[src/rtl/timer_arbiter.sv]
// Arbitrates one shared countdown timer among NUM_REQ requesters: lookup, load, 1 Hz countdown, expiry pulse.
// Define TIMER_ARB_FIXED_PRIO_EN for fixed lowest-index-wins priority instead of round-robin.
module timer_arbiter #(
    parameter int NUM_REQ = 3,
    parameter int SEL_W   = 2,
    parameter int VALUE_W = 4
) (
    input  logic                     clock,
    input  logic                     reset,
    input  logic [NUM_REQ-1:0]       req,
    input  logic [NUM_REQ*SEL_W-1:0] req_interval,
    input  logic                     hold,
    input  logic                     one_hz_enable,
    input  logic [VALUE_W-1:0]       param_value,
    output logic [SEL_W-1:0]         param_interval,
    output logic [NUM_REQ-1:0]       grant,
    output logic [NUM_REQ-1:0]       expired,
    output logic                     busy,
    output logic [VALUE_W-1:0]       remaining
);

    localparam int IDX_W = (NUM_REQ > 1) ? $clog2(NUM_REQ) : 1;

    typedef enum logic [2:0] {
        S_IDLE,
        S_LOOKUP,
        S_LOAD,
        S_COUNT,
        S_DONE
    } state_e;

    state_e               state_q, state_d;
    logic [NUM_REQ-1:0]   grant_q, grant_d;
    logic [SEL_W-1:0]     interval_q, interval_d;
    logic [VALUE_W-1:0]   remaining_q, remaining_d;
    logic [IDX_W-1:0]     win_idx;
    logic                 win_found;
    logic                 owner_req;

`ifdef TIMER_ARB_FIXED_PRIO_EN
    always_comb begin
        win_found = 1'b0;
        win_idx   = '0;
        for (int i = NUM_REQ - 1; i >= 0; i--) begin
            if (req[i]) begin
                win_found = 1'b1;
                win_idx   = IDX_W'(i);
            end
        end
    end
`else
    logic [IDX_W-1:0] ptr_q, ptr_d;
    logic [IDX_W-1:0] cand_idx;
    int               cand;

    // Search starts one past the last winner and wraps, so every waiting requester is reached.
    always_comb begin
        win_found = 1'b0;
        win_idx   = '0;
        cand      = 0;
        cand_idx  = '0;
        for (int k = 1; k <= NUM_REQ; k++) begin
            cand     = (int'(ptr_q) + k) % NUM_REQ;
            cand_idx = cand[IDX_W-1:0];
            if (!win_found && req[cand_idx]) begin
                win_found = 1'b1;
                win_idx   = cand_idx;
            end
        end
    end
`endif

    assign owner_req = |(req & grant_q);

    // NOTE: every signal driven here gets a default first so no latch is inferred.
    always_comb begin
        state_d     = state_q;
        grant_d     = grant_q;
        interval_d  = interval_q;
        remaining_d = remaining_q;
`ifndef TIMER_ARB_FIXED_PRIO_EN
        ptr_d       = ptr_q;
`endif
        if ((state_q inside {S_LOOKUP, S_LOAD, S_COUNT}) && !owner_req) begin
            // Owner abandoned the job; this beats a coincident final tick.
            state_d     = S_IDLE;
            grant_d     = '0;
            remaining_d = '0;
        end else begin
            unique case (state_q)
                S_IDLE: begin
                    if (!hold && win_found) begin
                        grant_d          = '0;
                        grant_d[win_idx] = 1'b1;
                        interval_d       = req_interval[int'(win_idx)*SEL_W +: SEL_W];
`ifndef TIMER_ARB_FIXED_PRIO_EN
                        ptr_d            = win_idx;
`endif
                        state_d          = S_LOOKUP;
                    end
                end
                S_LOOKUP: state_d = S_LOAD;
                S_LOAD: begin
                    remaining_d = param_value;
                    state_d     = (param_value == '0) ? S_DONE : S_COUNT;
                end
                S_COUNT: begin
                    if (one_hz_enable && remaining_q != '0) begin
                        remaining_d = remaining_q - VALUE_W'(1);
                        if (remaining_q == VALUE_W'(1)) begin
                            state_d = S_DONE;
                        end
                    end
                end
                S_DONE: begin
                    grant_d = '0;
                    state_d = S_IDLE;
                end
                default: begin
                    state_d = S_IDLE;
                    grant_d = '0;
                end
            endcase
        end
    end

    // NOTE: state registers use non-blocking assignments so all flops update together at the edge.
    always_ff @(posedge clock or negedge reset) begin
        if (!reset) begin
            state_q     <= S_IDLE;
            grant_q     <= '0;
            interval_q  <= '0;
            remaining_q <= '0;
`ifndef TIMER_ARB_FIXED_PRIO_EN
            ptr_q       <= IDX_W'(NUM_REQ - 1);
`endif
        end else begin
            state_q     <= state_d;
            grant_q     <= grant_d;
            interval_q  <= interval_d;
            remaining_q <= remaining_d;
`ifndef TIMER_ARB_FIXED_PRIO_EN
            ptr_q       <= ptr_d;
`endif
        end
    end

    assign param_interval = interval_q;
    assign grant          = grant_q;
    assign expired        = (state_q == S_DONE) ? grant_q : '0;
    assign busy           = (state_q != S_IDLE);
    assign remaining      = remaining_q;

endmodule
[config.mk]
export PLATFORM = sky130hd
export DESIGN_NAME = timer_arbiter
export DESIGN_NICKNAME = d
export VERILOG_FILES = /design/src/rtl/timer_arbiter.sv
export SDC_FILE = /design/constraint.sdc
export NUM_CORES = 1
export LEC_CHECK = 0
export CORE_UTILIZATION = 45
export CTS_CLUSTER_DIAMETER = 50
export CTS_CLUSTER_SIZE = 20
export DETAILED_ROUTE_END_ITERATION = 8
export PLACE_DENSITY = 0.76
export SYNTH_ARGS = -nofsm -noshare
export SYNTH_HDL_FRONTEND = slang
export SYNTH_SLANG_ARGS = --single-unit
[constraint.sdc]
create_clock -name clock -period 6.4 [get_ports clock]
set_clock_uncertainty 0.15 [all_clocks]
set_input_delay 1.28 -clock clock [delete_from_list [all_inputs] [get_ports clock]]
set_output_delay 1.28 -clock clock [all_outputs]
set_load 0.03 [all_outputs]
==> impl_metrics.ini, run 1 <==
[layout]
drive_gt1_frac = 0.0784
regArea_um2 = 352
n_fill_cell = 196
area_delta_synth_final_pct = 32.6
insertedDiodeCount = 0
multiInputGateArea_um2 = 689
final_nets = 178

[power]
p_leak_uw = 0.000598
p_per_area_nw_per_um2 = 424
finalPower_uw = 604
peakVddDrop_mv = 0.252

[synth]
synth_edf_count = 0
ys_warn_count = 0
synthFlopType = dfrtp_1
synth_xor_area_frac = 0
synth_cell_types = 48
netlist_instances = 123
synthTopCellsByCount = dfrtp_1, o21ai_0, nand2_1, nor2_1, ha_1
syn-cell-area_um2 = 1070
syn_avg_cell_area_um2 = 8.74
ys_async_sr_fraction = 1.00
synth_fa_ha_area_frac = 0.0815
synth.yosys.seq_area_share = 0.327
synthSimpleGateAreaFrac = 0.226
yosysTopAreaCellShare = 0.303
synthMuxAreaShare = 0.00931
synth_top_family_by_area = compound AO/OA/AOI/OAI gates
synth-seq-cells = 14
synth_compound_area_frac = 0.325
yosysTopAreaCell = dfrtp_1
synthTopCellsByArea = dfrtp_1, ha_1, o21ai_0
synth_nets = 147

[critical_path]
crit_type = in2reg
cp_slowest_cell = a222oi_1
crit_path_end_kind = flip-flop
cp.depth = 5
crit_chain = clkdlybuf4s50_1, a222oi_1, a22oi_2, or4_1, o21ai_1
start_kind = input pin
worst_path_largest_cell_delay_ns = 0.80
cp_num_buf_inv = 1
path_max_fanout = 7
cp.required_ns = 6.47
critical_path.top_delay_family = compound AO/OA/AOI/OAI gates
arrival_ns = 3.52
reg2reg_depth = 7

[detailed_routing]
first_pass_iters = 4
ant_nets = 0
wire_per_inst_um = 15.1
vias_per_cell = 5.90
route.detailed.drc = 0
routed_wl_um = 2740
vias = 1067
drtIter0Drc = 34

[clock_tree]
root_buffer = clkbuf_4
cts_made_buffers = 3
cts.repair.resized = 0
cts_num_sinks = 14
cts_setup_buffers = 0
clockBufferDepth = 2
ctsHoldBuffers = 0
clock_latency_ns = 0.29
path_clk_slew_ns = 0.10
cts_tree = done
htree_levels = 1

[global_route]
grt_usage = 0.243
grt_pass1_wl_um = 4690
grt_pass1_vias = 1003
grt_max_degree = 16
antenna_found_initial = 0
gr-total-overflow = 0

[floorplan]
dieHeight_um = 50.9
rows = 17
ioPinCount = 30
start_util = 0.481
core_area_um2 = 2230
die_w_um = 50.9
dieArea_um2 = 2590

[min_path]
min_path_cells = 1
hold_path.class = reg2reg

[status]
status = completed

[timing]
setup_viol_count_final = 0
timing.slew.headroom = 0.428
timing.setup.tns_ns = 0
final_max_slew_viol_count = 0
rsz0062_at_grt = false
min_period_over_period = 0.539
worst_pin_slew_ns = 0.858
finalHoldViolCount = 0
max_freq_ghz = 0.290
fin_crit_ns = 3.45

[placed_design]
hpwl_um = 2010
routabilityCongestion = 0.861
io_buffers = 29

[run]
maxCapViolCount = 0
## layout by cell type (no fill, tap or decap), types with 2 or more instances in the layout
| cell type | instances |
|---|---|
| clkbuf_4 | 3 |
| nand3_1 | 4 |
| nand2_1 | 9 |
| a41oi_1 | 2 |
| dfrtp_1 | 13 |
| clkdlybuf4s50_1 | 29 |
| ha_1 | 7 |
| o31ai_1 | 4 |
| nor2_1 | 9 |
| a21oi_1 | 4 |
| inv_1 | 6 |
| a21bo_2 | 2 |
| o21a_1 | 2 |
| nand3b_1 | 2 |
| nor2b_1 | 5 |
| o21ai_0 | 13 |
| nor3_1 | 2 |
| and3_1 | 3 |
| o21ai_1 | 3 |
## final timing paths
kind / endpoint / slack (ns) / startpoint
max in group asynchronous: param_interval[0] / 4.44 / reset
max reg2reg: grant[1] / 3.83 / ptr_q[1]
max: remaining[0] / 2.95 / req[1]
min reg2reg: grant[2] / 0.40 / grant[2]
min in group asynchronous: remaining[3] / 1.23 / reset
min: grant[2] / 0.40 / grant[2]
## flip-flops by register name (all words and copies together) (netlist names)
register / cells
remaining: 4
state_q: 3
ptr_q: 2
param_interval: 2
grant: 3
## cell type report
| cell class | instances | area share |
|---|---|---|
| multi-input cells | 100 | 0.484 |
| inverters | 6 | 0.0158 |
| repair buffers | 29 | 0.204 |
| well taps | 28 | 0.0246 |
| clock buffers | 4 | 0.0255 |
| flip-flops and latches | 14 | 0.247 |
## layer usage
layer / GRT usage / routed length (µm)
met1: 0.364 / 1390
met2: 0.351 / 1210
met3: 0.0357 / 100
met4: 0.0926 / 39
met5: 0 / 0
## where the power goes
part	switching, µW	internal (µW)	total (µW)
combinational	218	157	375
clock	32.0	34.6	66.7
sequential	39.9	122	162
total	290	313	604
## through the flow
stage	utilization	worst slack (ns)	cell area (µm²)	hold WS, ns	instances
after floorplan	-	3.42	1070	0.371	123
after detailed placement	0.622	2.64	1390	0.385	177
after global routing	0.638	2.76	1430	0.434	181
final	0.638	2.95	1430	0.404	181
after CTS	0.638	2.96	1430	0.411	181
after global placement	0.622	2.76	1390	0.395	177
## cell families (layout without fill, tap and decap cells)
logic type | Yosys count | in the layout
adder cells (fa/ha/maj) | 7 | 7
buffers and inverters | 9 | 39
flip-flops | 14 | 14
multiplexers | 1 | 1
AND/OR/NAND/NOR | 44 | 44
AO/OA/AOI/OAI | 48 | 48
Power figures use the tool's default switching activity.
==> inputs of run 2 (changes only) <==
Clock period 6.4 ns to 3.3 ns, I/O delays scaled along.
==> run 2 against run 1 <==
Clock-buffer cell count unchanged. Final area up 0.53%. Non-clock buffer count grew 1. Die area stayed put. Global-route usage down 0.060 points. Sequential power up 94%. Total power up 94%. Via count up 3.4%. Critical path depth down 2.
==> impl_metrics.ini, run 2 (same netlist as run 1, synthesis figures left out) <==
[timing]
worst_pin_slew_ns = 0.656
rsz0062_at_grt = false
finalHoldViolCount = 0
max_freq_ghz = 0.355
fin_crit_ns = 2.82
final_max_slew_viol_count = 0
timing.slew.headroom = 0.563
min_period_over_period = 0.853
timing.setup.tns_ns = 0
setup_ws_ns = 0.484
setup_viol_count_final = 0
hold_ws_ns = 0.418

[clock_tree]
cts_num_sinks = 14
clock_latency_ns = 0.28
ctsHoldBuffers = 0
root_buffer = clkbuf_4
cts_made_buffers = 3
cts_setup_buffers = 0
htree_levels = 1
clockBufferDepth = 2
cts_tree = done
path_clk_slew_ns = 0.09
cts.repair.resized = 0

[status]
status = completed

[floorplan]
start_util = 0.481
die_w_um = 50.9
rows = 17
dieArea_um2 = 2590
dieHeight_um = 50.9
core_area_um2 = 2230
ioPinCount = 30

[placed_design]
io_buffers = 29
routabilityCongestion = 0.873
dp_slack_ns = 0.392
hpwl_um = 2030
place_area_um2 = 1400

[layout]
largest_reg_flops = 4
layout_common_cells = clkdlybuf4s50_1, o21ai_0, dfrtp_1
layout_commonest_cell = clkdlybuf4s50_1
n_fill_cell = 178
multiInputGateArea_um2 = 689
area_delta_synth_final_pct = 33.3
final_nets = 179
drive_gt1_frac = 0.0844
finish.instance_area_um2 = 1430
regArea_um2 = 352
insertedDiodeCount = 0

[critical_path]
crit_chain = nor2_1, and3_1, clkdlybuf4s50_1
path_max_fanout = 10
cp_num_buf_inv = 1
start_kind = flip-flop
crit_type = reg2out
critical_path.top_delay_family = buffers and inverters
arrival_ns = 2.01
cp_slowest_cell = clkdlybuf4s50_1
worst_path_largest_cell_delay_ns = 0.67
cp.required_ns = 2.49
crit_path_end_kind = output port

[global_route]
grt_pass1_wl_um = 4760
gr-total-overflow = 0
grt_usage = 0.243
grt_pass1_vias = 1063
grt_max_degree = 16
antenna_found_initial = 0

[detailed_routing]
routed_wl_um = 2730
vias_per_cell = 6.06
route.detailed.drc = 0
ant_nets = 0
vias = 1103
first_pass_iters = 4
drtIter0Drc = 82
wire_per_inst_um = 15.0

[power]
p_int_uw = 612
p_per_area_nw_per_um2 = 817
combPwrFrac = 0.625
finalPower_uw = 1170
pwr-share-seq = 0.268
clkPwrFrac = 0.107
power_switching_uw = 559
p_sw_frac = 0.477
peakVddDrop_mv = 0.469
p_leak_uw = 0.000602

[min_path]
hold_path.class = reg2reg

[run]
maxCapViolCount = 0
run 2: cell count changes in the layout (fill, tap and decap cells not counted), sizes merged:
cell	change
buf	+1
run 2: routing by layer:
| metal | vias up | track usage | routed length [µm] |
|---|---|---|---|
| met3 | 2 | 0.0357 | 136 |
| li1 | 529 | - | - |
| met4 | 0 | 0.0972 | 16 |
| met1 | 530 | 0.346 | 1330 |
| met5 | - | 0 | 0 |
| met2 | 42 | 0.367 | 1250 |
run 2: path summary, 6_finish.rpt:
check | slack (ns) | end | cells after the start | startpoint
min in group asynchronous | 0.61 | remaining[1] | 1 | reset
max in group asynchronous | 1.97 | param_interval[0] | 1 | reset
hold / removal | 0.42 | param_interval[0] | 2 | param_interval[0]
hold reg to reg | 0.42 | param_interval[0] | 2 | param_interval[0]
setup reg to reg | 0.72 | grant[1] | 7 | ptr_q[1]
setup / recovery | 0.48 | expired[0] | 3 | state_q[0]
run 2: layout make-up:
class                      count  area share
tap                           28      0.0245
timing repair buffer          30       0.208
sequential                    14       0.245
inverter                       6      0.0157
multi-input combinational    100       0.481
clock buffer                   4      0.0253
run 2: power groups by stage:
stage | Combinational, µW | Clock, µW | Sequential [µW]
5_1_grt | 814 | 135 | 325
6_report | 732 | 125 | 314
2_1_floorplan | 442 | 0 | 362
3_3_place_gp | 716 | 0 | 315
4_1_cts | 728 | 126 | 313
3_5_place_dp | 722 | 0 | 315
run 2: worst register-to-register path, cell delays in order, from the launching register on:
cell and delay, ns:
dfstp_2 0.55, inv_1 0.07, ha_1 0.27, a21bo_2 0.22, a31o_2 0.23, a311oi_2 0.63
o21ai_1 0.19, a21bo_2 0.23
run 2: metrics by stage:
stage,utilization,cells
after floorplan,-,123
after global placement,0.625,178
after detailed placement,0.625,178
after CTS,0.641,182
after global routing,0.641,182
final,0.641,182
==> RTL change 1, RTL diff (flow settings as in run 1) <==
Put a register stage on the output `expired`. The value now appears one clock later. The other outputs are not delayed to match.
--- a/src/rtl/timer_arbiter.sv
+++ b/src/rtl/timer_arbiter.sv
@@ -148,5 +148,7 @@
     assign param_interval = interval_q;
     assign grant          = grant_q;
-    assign expired        = (state_q == S_DONE) ? grant_q : '0;
+    always_ff @(posedge clock) begin
+        expired <= (state_q == S_DONE) ? grant_q : '0;
+    end
     assign busy           = (state_q != S_IDLE);
     assign remaining      = remaining_q;
Function: changed (a bounded check fails within 4 cycles, from zero or initial values and one cycle with reset low).
==> RTL change 1 against run 1 <==
  * The run now ends with design-rule violations left
  * Utilization is 3.0 points lower
  * Sequential power is 16% higher
  * Setup slack worse by 0.093 ns
  * Synthesized area is 8.3% higher
  * Design area is 4.7% higher
  * Power is 12% higher
  * Wire length is 5.1% higher
  * Sequential cell count is 3 higher
  * Largest cell class unchanged
  * Largest power group unchanged
==> RTL change 1: results (changes against run 1) <==
Placed design
  • DP HPWL: 2160 µm (+7.5%)
  • Placed instance area: 1470 µm² (+5.5%)
  • Final GP Congestion: 0.836 (-2.9%)
  • Place WS: 2.65 ns (+0.00129 ns)

Pwr
  • Worst vdd rail ir drop: 0.248 mV (-1.9%)
  • LEAKAGE: 0.599 nW (+0.21%)

Logic synthesis
  • Syn avg cell area: 9.02 µm² (+3.2%)
  • Post-synthesis sequential area ratio: 35.4% (+2.7 points)
  • Post-synth top cells: dfrtp_1 (13), o21ai_0 (11), nor2_1 (10), ha_1 (7)
  • Asr flop ratio synth: 82.4% (-18 points)
  • Syn_nets: 153 (+4.1%)
  • Top cells by area, synth: dfrtp_1 (28%), ha_1 (7.5%), dfxtp_1 (5.2%)
  • Distinct cells, synth: 44 (-8.3%)

Routing
  • Met2 wire len: 1500 µm (+25%)
  • DRC: 2 (+2)
  • Via Count: 1125 (+5.4%)
  • First-pass DRT Iterations: 6 (+2)
  • WL final: 2880 µm (+5.1%)
  • DR iter-0 viols: 21 (-38%)
  • Met1 Wirelength: 1260 µm (-9.8%)

Global routing
  • Largest net degree at the start of global routing: 17 (+1)
  • GR Util met3: 2.59% (-0.99 points)
  • First-pass GRT wire length: 4540 µm (-3.1%)
  • Met2 Use GR: 41.8% (+6.7 points)
  • Vias in the first global route: 1041 (+3.8%)
  • Met1 Use GR: 26.0% (-10 points)

Worst setup path
  • CP arrival: 3.58 ns (+0.06 ns)
  • CP Max Fanout: 10 (+3)
  • CP max stage delay: 0.82 ns (+0.02 ns)

Cells and area
  • Total Nets Final: 182 (+2.2%)
  • Fill count: 220 (+12%)
  • Multi-input gate area in the final layout: 703 µm² (+2.0%)
  • Layout Cells excl Fill: 187 (+3.3%)

Run status
  • Outcome: finished, violations left
  • Failing checks: design-rule violations

Min path
  • Worst hold path endpoint: param_interval[1]
  • Hold Crit Class: register to register
  • Hold path start: param_interval[1]
  • Worst Hold Depth: 2 (+1)

Timing
  • Worst hold slack: 0.409 ns (+0.00481 ns)
  • Worst slew margin: 42.8% (+0.075 points)
  • Max Fclk: 282 MHz (-2.6%)

Die
  • Die X-Extent: 52.9 µm (+3.9%)
[RTL change 1: power breakdown]
part | internal [mW] | total, mW | switching, mW
Combinational | 0.185 | 0.431 | 0.246
Sequential | 0.145 | 0.188 | 0.0436
Clock | 0.0232 | 0.0558 | 0.0326
Total | 0.353 | 0.675 | 0.322
[RTL change 1: cells by family after synthesis]
group / count (synthesis) / synth area share (%)
flip-flops: 17 / 35.4
buffers and inverters: 11 / 4.19
AO/OA/AOI/OAI: 44 / 28.1
adder cells (fa/ha/maj): 7 / 7.53
AND/OR/NAND/NOR: 48 / 23.1
multiplexers: 2 / 1.72
[RTL change 1: worst max-delay path: cells and delay by family]
family,cells,cell delay [ns]
and+or+nand+nor,1,0.46
buffers and inverters,1,0.56
AOI/OAI and AO/OA,3,1.28
[RTL change 1: layout make-up]
class / instances / area share [%]
clock buffers: 3 / 1.51
clock inverters: 1 / 0.335
inverters: 6 / 1.51
multi-input cells: 101 / 47.1
flip-flops and latches: 17 / 27.6
well taps: 30 / 2.51
repair buffers: 29 / 19.4
==> RTL change 2, RTL diff (settings of run 1) <==
Without the edit above. Set the parameter `NUM_REQ` to 5 (it was 3).
--- a/src/rtl/timer_arbiter.sv
+++ b/src/rtl/timer_arbiter.sv
@@ -2,5 +2,5 @@
 // Define TIMER_ARB_FIXED_PRIO_EN for fixed lowest-index-wins priority instead of round-robin.
 module timer_arbiter #(
-    parameter int NUM_REQ = 3,
+    parameter int NUM_REQ = 5,
     parameter int SEL_W   = 2,
     parameter int VALUE_W = 4
Ports: changed (resized expired, grant, req and req_interval); port bits go from 30 to 40. No check against the original RTL was run, so the function may have changed too.
==> RTL change 2 against run 1 <==
  * Register-to-register slack lost 2.9 ns
  * Design area grew 140%
  * Sequential cell count grew 3
  * Highest routed layer unchanged
  * Synthesized area grew to 2.8 times the old value
  * Fmax shrank 36%
  * First-iteration DRC count grew to 4.1 times the old value
  * Setup slack lost 2.0 ns
  * Utilization shrank 10 points
  * Critical path type is now register to register
  * Wire length grew to 2.9 times the old value
Power is left out: the tool's default activity adds up to more than one toggle a clock period on the data nets, which glitch-free logic cannot reach.
==> RTL change 2: results (changes against run 1) <==
Placed design
  • DP HPWL: 6120 µm (+200%)
  • Port bufs: 39 (+34%)
  • Final GP Congestion: 0.908 (+5.4%)
  • Placed instance area: 3370 µm² (+140%)
  • Place WS: 1.00 ns (-1.64 ns)

Global routing
  • Total grt overflow: 0 (unchanged)
  • Met1 Use GR: 31.9% (-4.6 points)
  • Vias in the first global route: 2822 (+180%)
  • GR Util met3: 2.09% (-1.5 points)
  • Tot GR Track Use: 22.9% (-1.5 points)
  • First-pass GRT wire length: 13400 µm (+180%)
  • Met2 Use GR: 38.1% (+3.0 points)
  • Largest net degree at the start of global routing: 40 (+24)

Clocking
  • CTS Buf Count: 3 (unchanged)
  • H-tree depth: 1 (unchanged)
  • Post-CTS setup buffer count: 0 (unchanged)
  • Clock-pin slew on the worst setup and hold paths: 0.08 ns (-0.02 ns)
  • Clk Latency, worst-skew pair: 0.26 ns (-0.03 ns)
  • Post-CTS Resized: 0 (unchanged)
  • CTS Root Cell: clkbuf_8

Logic synthesis
  • Distinct cells, synth: 86 (+79%)
  • Share of synthesized area spent on multiplexers: 6.08% (+5.2 points)
  • Top_reg_cell synth: dfrtp_1
  • Post-synthesis xor/xnor area fraction: 2.81% (+2.8 points)
  • Top cells by area, synth: dfrtp_1 (13%), ha_1 (11%), nand2_1 (4.4%)
  • Post-synth top cells: nand2_1 (35), ha_1 (26), nor2_1 (25), inv_1 (22), o21ai_0 (17)
  • Syn_nets: 426 (+190%)
  • Area share of fa/ha/maj cells after synthesis: 10.9% (+2.8 points)
  • Yosys warns: 0 (unchanged)
  • Compound-Gate Fraction of Synth Area: 31.8% (-0.68 points)
  • Yosys top cell area share: 13.4% (-17 points)
  • Post-synthesis sequential area ratio: 14.3% (-18 points)

Min path
  • Hold Crit Class: register to register
  • Hold path start: grant[1]
  • Worst hold path endpoint: grant[1]
  • Worst Hold Depth: 2 (+1)

Worst setup path
  • Reg2reg end: param_interval[0]
  • FF-to-FF path depth: 20 (+13)
  • R2R setup slack: 0.97 ns (-2.86 ns)
  • Worst R2R Start: ptr_q[1]
  • CP Max Fanout: 16 (+9)
  • Cell family with most CP delay: simple AND/OR/NAND/NOR gates
  • Worst path slowest cell: xnor2_2
  • CP max stage delay: 0.43 ns (-0.37 ns)
  • CP arrival: 5.47 ns (+1.95 ns)

Routing
  • Wire length per cell: 16.6 µm (+9.4%)
  • First-pass DRT Iterations: 5 (+1)
  • DR iter-0 viols: 138 (+310%)
  • Vias per cell: 6.20 (+5.2%)

Run status
  • Outcome: finished, final reports clean

Cells and area
  • Inserted Diodes: 0 (unchanged)
  • Total Nets Final: 451 (+150%)
  • Max reg flops: 5 (+1)
  • Layout cell share with drive strength beyond 1: 11.0% (+3.1 points)

Timing
  • Least-Margin Pin Slew: 0.782 ns (-0.0760 ns)
## RTL change 2: changes by cell type in the layout (fill, tap and decap cells not counted), moves of 6 or more
cell	delta
a21o_1	+7
a21oi_1	+10
a22oi_1	+6
clkdlybuf4s50_1	+10
ha_1	+19
inv_1	+16
mux2i_1	+7
nand2_1	+26
nand2b_1	+7
nor2_1	+16
nor3_1	+10
or2_2	+8
or3_1	+6
## RTL change 2: worst max-delay path by stage
stage                  start                 to  slack [ns]  depth (start not counted)
finish              ptr_q[1]  param_interval[0]        0.97                         20
global route        ptr_q[1]  param_interval[1]        0.49                         20
CTS                 ptr_q[1]  param_interval[1]        0.98                         20
floorplan           ptr_q[1]  param_interval[0]        1.29                         19
detailed placement  ptr_q[1]  param_interval[1]        1.00                         20
global placement    ptr_q[1]  param_interval[1]        1.20                         20
## RTL change 2: worst min-delay path, cell delays in order (launching register included)
cell     delay (ns)
dfrtp_1        0.40
nand2_1        0.06
o21ai_0        0.07
## RTL change 2: layout make-up
class	instances	area [µm²]
well taps	77	96.3
multi-input cells	312	2330
fillers	602	2970
inverters	25	93.8
flip-flops and latches	17	427
repair buffers	43	420
clock buffers	3	41.3
clock inverters	1	5.00
## RTL change 2: kinds of logic after synthesis
group                      after synthesis
AOI/OAI and AO/OA                      117
xor gates and xnor gates                 7
adders and majority gates               26
buffers and inverters                   48
DFF                                     17
muxes                                   15
and+or+nand+nor                        147
## RTL change 2: per-layer routing
metal	vias to the layer above	wire length, µm
met2	105	3710
met5	-	0
met3	12	377
met4	0	106
met1	1380	3720
li1	1467	-
## RTL change 2: stage by stage
stage	instances	hold WS, ns
6_report	478	0.407
5_1_grt	478	0.437
4_1_cts	478	0.405
3_5_place_dp	474	0.388
3_3_place_gp	474	0.381
2_1_floorplan	377	0.402
